**src/rtl/coll_event_gen.sv**
```systemverilog
// Collision/button event generator: synchronises and debounces two raw levels, arbitrates
// them (bad first) and emits spaced 1-cycle pulses. Optional auto-repeat: AUTO_REPEAT_EN.
module coll_event_gen #(
    parameter int unsigned SYNC_STAGES     = 2,
    parameter int unsigned DEBOUNCE_CYCLES = 4,
    parameter int unsigned HOLDOFF_CYCLES  = 8,
    parameter int unsigned REPEAT_CYCLES   = 16
) (
    input  logic clk,
    input  logic rst,
    input  logic goodRaw,
    input  logic badRaw,
    output logic goodCollButton,
    output logic badCollButton,
    output logic busy,
    output logic evtDropped
);

    localparam int unsigned DbW = $clog2(DEBOUNCE_CYCLES + 1);
    localparam int unsigned HoW = $clog2(HOLDOFF_CYCLES + 1);

    if (SYNC_STAGES < 2 || DEBOUNCE_CYCLES < 1 || HOLDOFF_CYCLES < 1 || REPEAT_CYCLES < 1)
    begin : g_bad_cfg
        $error("coll_event_gen: illegal parameter value");
    end

    typedef enum logic [1:0] {StIdle, StEmit, StHoldoff} state_e;

    // Channel index 0 is good, 1 is bad.
    logic [1:0]             raw;
    logic [SYNC_STAGES-1:0] sync_q   [2];
    logic [DbW-1:0]         db_cnt_q [2];
    logic [DbW-1:0]         db_cnt_d [2];
    logic [1:0]             stable_q, stable_d;
    logic [1:0]             rise;
    logic [1:0]             pend_q, pend_d;
    logic [1:0]             take;
    logic                   drop_q, drop_d;
    logic                   rep_set;
    logic                   decide;

    state_e         state_q;
    logic [HoW-1:0] ho_cnt_q;
    logic           good_q, bad_q, busy_q;

    assign raw = {badRaw, goodRaw};

    always_comb begin
        for (int c = 0; c < 2; c++) begin
            stable_d[c] = stable_q[c];
            db_cnt_d[c] = '0;
            rise[c]     = 1'b0;
            if (sync_q[c][SYNC_STAGES-1] != stable_q[c]) begin
                if (db_cnt_q[c] == DbW'(DEBOUNCE_CYCLES - 1)) begin
                    stable_d[c] = sync_q[c][SYNC_STAGES-1];
                    rise[c]     = sync_q[c][SYNC_STAGES-1];
                end else begin
                    db_cnt_d[c] = db_cnt_q[c] + DbW'(1);
                end
            end
        end
    end

`ifdef AUTO_REPEAT_EN
    localparam int unsigned RpW = $clog2(REPEAT_CYCLES + 1);
    logic [RpW-1:0] rep_q, rep_d;

    // Counts from the debounced press; a fresh press restarts the period.
    always_comb begin
        rep_d   = '0;
        rep_set = 1'b0;
        if (stable_q[0] && stable_d[0]) begin
            if (rep_q == RpW'(REPEAT_CYCLES - 1)) begin
                rep_set = 1'b1;
            end else begin
                rep_d = rep_q + RpW'(1);
            end
        end
    end

    always_ff @(posedge clk or posedge rst) begin
        if (rst) begin
            rep_q <= '0;
        end else begin
            rep_q <= rep_d;
        end
    end
`else
    assign rep_set = 1'b0;
`endif

    // The FSM consumes a pending event when idle or on the last holdoff cycle.
    always_comb begin
        decide = (state_q == StIdle) ||
                 (state_q == StHoldoff && ho_cnt_q == HoW'(HOLDOFF_CYCLES - 1));
        take[1] = decide & pend_q[1];
        take[0] = decide & pend_q[0] & ~pend_q[1];
        pend_d  = (pend_q & ~take) | rise | {1'b0, rep_set};
        drop_d  = drop_q | (|(rise & pend_q & ~take));
    end

    always_ff @(posedge clk or posedge rst) begin
        if (rst) begin
            for (int c = 0; c < 2; c++) begin
                sync_q[c]   <= '0;
                db_cnt_q[c] <= '0;
            end
            stable_q <= '0;
            pend_q   <= '0;
            drop_q   <= 1'b0;
        end else begin
            for (int c = 0; c < 2; c++) begin
                sync_q[c]   <= {sync_q[c][SYNC_STAGES-2:0], raw[c]};
                db_cnt_q[c] <= db_cnt_d[c];
            end
            stable_q <= stable_d;
            pend_q   <= pend_d;
            drop_q   <= drop_d;
        end
    end

    always_ff @(posedge clk or posedge rst) begin
        if (rst) begin
            state_q  <= StIdle;
            ho_cnt_q <= '0;
            good_q   <= 1'b0;
            bad_q    <= 1'b0;
            busy_q   <= 1'b0;
        end else begin
            case (state_q)
                StIdle: begin
                    if (|take) begin
                        state_q <= StEmit;
                        good_q  <= take[0];
                        bad_q   <= take[1];
                        busy_q  <= 1'b1;
                    end
                end
                StEmit: begin
                    state_q  <= StHoldoff;
                    ho_cnt_q <= '0;
                    good_q   <= 1'b0;
                    bad_q    <= 1'b0;
                    busy_q   <= 1'b1;
                end
                StHoldoff: begin
                    if (ho_cnt_q == HoW'(HOLDOFF_CYCLES - 1)) begin
                        state_q <= (|take) ? StEmit : StIdle;
                        good_q  <= take[0];
                        bad_q   <= take[1];
                        busy_q  <= |take;
                    end else begin
                        ho_cnt_q <= ho_cnt_q + HoW'(1);
                    end
                end
                default: begin
                    state_q <= StIdle;
                    good_q  <= 1'b0;
                    bad_q   <= 1'b0;
                    busy_q  <= 1'b0;
                end
            endcase
        end
    end

    assign goodCollButton = good_q;
    assign badCollButton  = bad_q;
    assign busy           = busy_q;
    assign evtDropped     = drop_q;

endmodule

```
**config.mk**
```make
export PLATFORM = sky130hd
export DESIGN_NAME = coll_event_gen
export DESIGN_NICKNAME = d
export VERILOG_FILES = /design/src/rtl/coll_event_gen.sv
export SDC_FILE = /design/constraint.sdc
export NUM_CORES = 1
export LEC_CHECK = 0
export ABC_AREA = 1
export CAP_MARGIN = 20
export CORE_MARGIN = 2
export CORE_UTILIZATION = 47
export DETAILED_ROUTE_END_ITERATION = 8
export GPL_ROUTABILITY_DRIVEN = 0
export PLACE_DENSITY = 0.66
export REMOVE_ABC_BUFFERS = 1
export SYNTH_ARGS = -nofsm -noshare
export SYNTH_HDL_FRONTEND = slang
export SYNTH_SLANG_ARGS = --single-unit
```
**constraint.sdc**
```tcl
create_clock -name clk -period 1.65 [get_ports clk]
set_clock_uncertainty 0.1 [all_clocks]
set_input_delay 0.33 -clock clk [delete_from_list [all_inputs] [get_ports clk]]
set_output_delay 0.33 -clock clk [all_outputs]
set_load 0.02 [all_outputs]
```
==> impl_results.md <==
- GRT Total Usage: 0.148
- Die height: 51.4 um
- DIE AREA: between 2000 and 3000 sq um
- Clock sinks: 24
- Switch share: 0.377
- Port bufs: 7
- Vias in the first global route: between 600 and 700
- DR WL met2: between 700 and 800 um
- # rows: 17
- Mean post-synth cell area: about 10 sq um
- Critical path's slowest cell: dfrtp_1
- Met3 wire len: between 30 and 40 um
- Die width: ~51 um
- Worst path max stage delay: around 0.4 ns
- CP arrival: between 1 and 1.5 ns
- Final worst slack: 0.180 ns
- Register-to-register setup slack: 0.31 ns
- CTS tree: yes
- Ports: 8
- Final instance area: approximately 1200 sq um
- Power per cell area: between 1500 and 2000 nW/um^2
- ANT nets after route: 0
- WL met1: roughly 750 um
- Htree depth: 1
- Final wirelength: 1580 um
- First-pass GRT wire length: around 2900 um
- RSZ-0062 raised after global routing: no
- Required @ worst endpoint: ~1.2 ns
- Final #Nets: ~120
- Logic gate share of total power: 0.364
- Total gr overflow: 0
- Highest-count cells in the layout ignoring fill and taps: dfrtp_1 (24), nand2_1 (23), inv_1 (10)
- Psw: about 810 uW
- DRT Pass-1 Iters: 2
- Area growth, synth to finish: 14.1%
- DRC viols: 0
- Cell breakdown of the critical path: dlygate4sd2_1
- DRT iter0 DRCs: 13
- Worst-path clk slew: 0.13 ns
- Top Family by Delay on Critical Path: flip-flops
- Hold Violations, Final: 0
- Worst slew pin tran: a little under 0.4 ns
- MaxCap Viol Count: 0
- Clk root buf: clkbuf_4
- Layout cells sized above 1: 0.190
- Inserted Clock Buffers: 3
- Syn Inst Count: around 110
- Hold buffers post-CTS: 0
- Status: completed
- Setup crit end kind: output port
- HPWL Detailed: about 1200 um
- Placement Cell Area: about 1200 sq um
- Setup Buffers After CTS: 0
- Crit path buffers/inverters: 1
- CP Launch Type: flop
- Tcrit/Tclk final: 0.891
- Worst slew margin: 0.743
- Worst hold-check path type: primary input to async pin
- Clock share of power: 0.198
- Final Instance Count excl. Fillers: between 100 and 150
- Post-placement setup slack: 0.279 ns
- Netlist Area Pre-Place: around 1100 sq um
- Routed via count: around 700
- WL per Instance: roughly 11 um
- Vias per inst: between 4 and 5
- Distinct cells, synth: 28
- Max clock buf depth: 2
- Crit path kind: flop to output port
- LEAKAGE: slightly below 0.6 nW
- Crit path time final: between 1 and 1.5 ns
- Final setup viols: 0
- Maximum clock frequency: 0.680 GHz
- Largest net degree at the start of global routing: 25
- Seq cells post-synth: 24
- Crit Path Max Fanout: 2
- Setup TNS: 0 ns
- Leading cell type in the layout, fill and taps excluded: dfrtp_1
- CORE AREA: between 2000 and 2500 sq um
- VDD IR max: between 0.8 and 0.9 mV
- Starting Density: 0.486
- Initial antenna violation count: 0
- DP Cell Count: 140
- Ys Warns: 0
- Int Pwr: roughly 1.3 mW
- Max Used Layer: met4
- Ant diodes: 0
- Seq/Total Area, Yosys: 0.569
- Clock latency on the worst-skew pair: 0.31 ns
- Sequential share of power: 0.439
- Slew Limit Fails: 0
-- power groups by stage --
stage	clock network (mW)	logic [mW]	registers, mW
detailed placement	0	0.811	0.954
global route	0.458	0.879	0.964
CTS	0.433	0.790	0.939
global placement	0	0.802	0.940
floorplan	0	0.585	0.967
finish	0.422	0.777	0.938
-- path summary, 6_finish.rpt --
| kind | from | endpoint | cells past startpoint |
|---|---|---|---|
| worst max-delay path | evtDropped$_DFF_PP0_ | evtDropped | 1 |
| worst min-delay path | rst | pend_q[1]$_DFF_PP0_ | 3 |
| worst max register to register | ho_cnt_q[0]$_DFFE_PP0P_ | pend_q[0]$_DFF_PP0_ | 6 |
| worst min register to register | sync_q[0]$_DFF_PP0_ | sync_q[1]$_DFF_PP0_ | 0 |
| max in group asynchronous | rst | ho_cnt_q[1]$_DFFE_PP0P_ | 3 |
| min in group clk | sync_q[0]$_DFF_PP0_ | sync_q[1]$_DFF_PP0_ | 0 |
-- flip-flops by register name (all words and copies together), names as in the netlist --
register	count
goodCollButton	1
pend_q	2
ho_cnt_q	4
evtDropped	1
state_q	2
badCollButton	1
db_cnt_q	6
busy	1
stable_q	2
sync_q	4
-- Yosys cell counts --
master	n	area (sq um)
a21oi_1	2	10.0
a21oi_2	1	8.76
buf_6	1	11.3
dfrtp_1	24	601
ha_1	3	37.5
inv_1	10	37.5
inv_2	4	15.0
inv_4	1	6.26
nand2_1	23	86.3
nand2_2	1	6.26
nand2_4	1	11.3
nand3_1	2	10.0
nand3_2	1	10.0
nand4_1	2	12.5
nand4_2	1	12.5
nor2_1	9	33.8
nor2_2	2	12.5
nor2_4	1	11.3
nor3_1	2	10.0
nor3b_1	2	15.0
o211ai_1	1	7.51
o21ai_0	2	10.0
o21ai_1	3	15.0
o21ai_2	2	17.5
o21ai_4	1	16.3
o22ai_2	1	12.5
xnor2_1	1	8.76
xor2_1	1	8.76
-- routing by layer --
layer / up-vias / global-route usage
met4: 0 / 0.0658
li1: 355 / -
met5: - / 0
met1: 329 / 0.193
met3: 2 / 0.0351
met2: 6 / 0.233
-- per-stage QoR --
step / hold WS, ns / utilization / power, mW
floorplan: 0.231 / - / 1.55
global placement: 0.234 / 0.533 / 1.74
detailed placement: 0.240 / 0.533 / 1.76
CTS: 0.248 / 0.555 / 2.16
global route: 0.267 / 0.555 / 2.30
finish: 0.238 / 0.555 / 2.14
-- cell type report --
| cell class | instances | area, sq um |
|---|---|---|
| sequential | 24 | 601 |
| tap | 28 | 35.0 |
| multi-input combinational | 65 | 384 |
| clock inverter | 1 | 30.0 |
| clock buffer | 3 | 22.5 |
| inverter | 15 | 58.8 |
| fill | 208 | 966 |
| timing repair buffer | 8 | 72.6 |
-- cells by family after synthesis --
logic type,count (synthesis),synth area share
flip-flops,24,0.569
buffers and inverters,16,0.0664
adder cells (fa/ha/maj),3,0.0356
XOR/XNOR,2,0.0166
AO/OA/AOI/OAI,13,0.0925
AND/OR/NAND/NOR,47,0.219
-- what timing repair did --
item / 4_1_cts / 5_1_grt
hold endpoints to repair: 0 / 0
setup endpoints to repair: 4 / 0
gates resized for setup: 4 / 0
(Power assumes the default switching activity.)
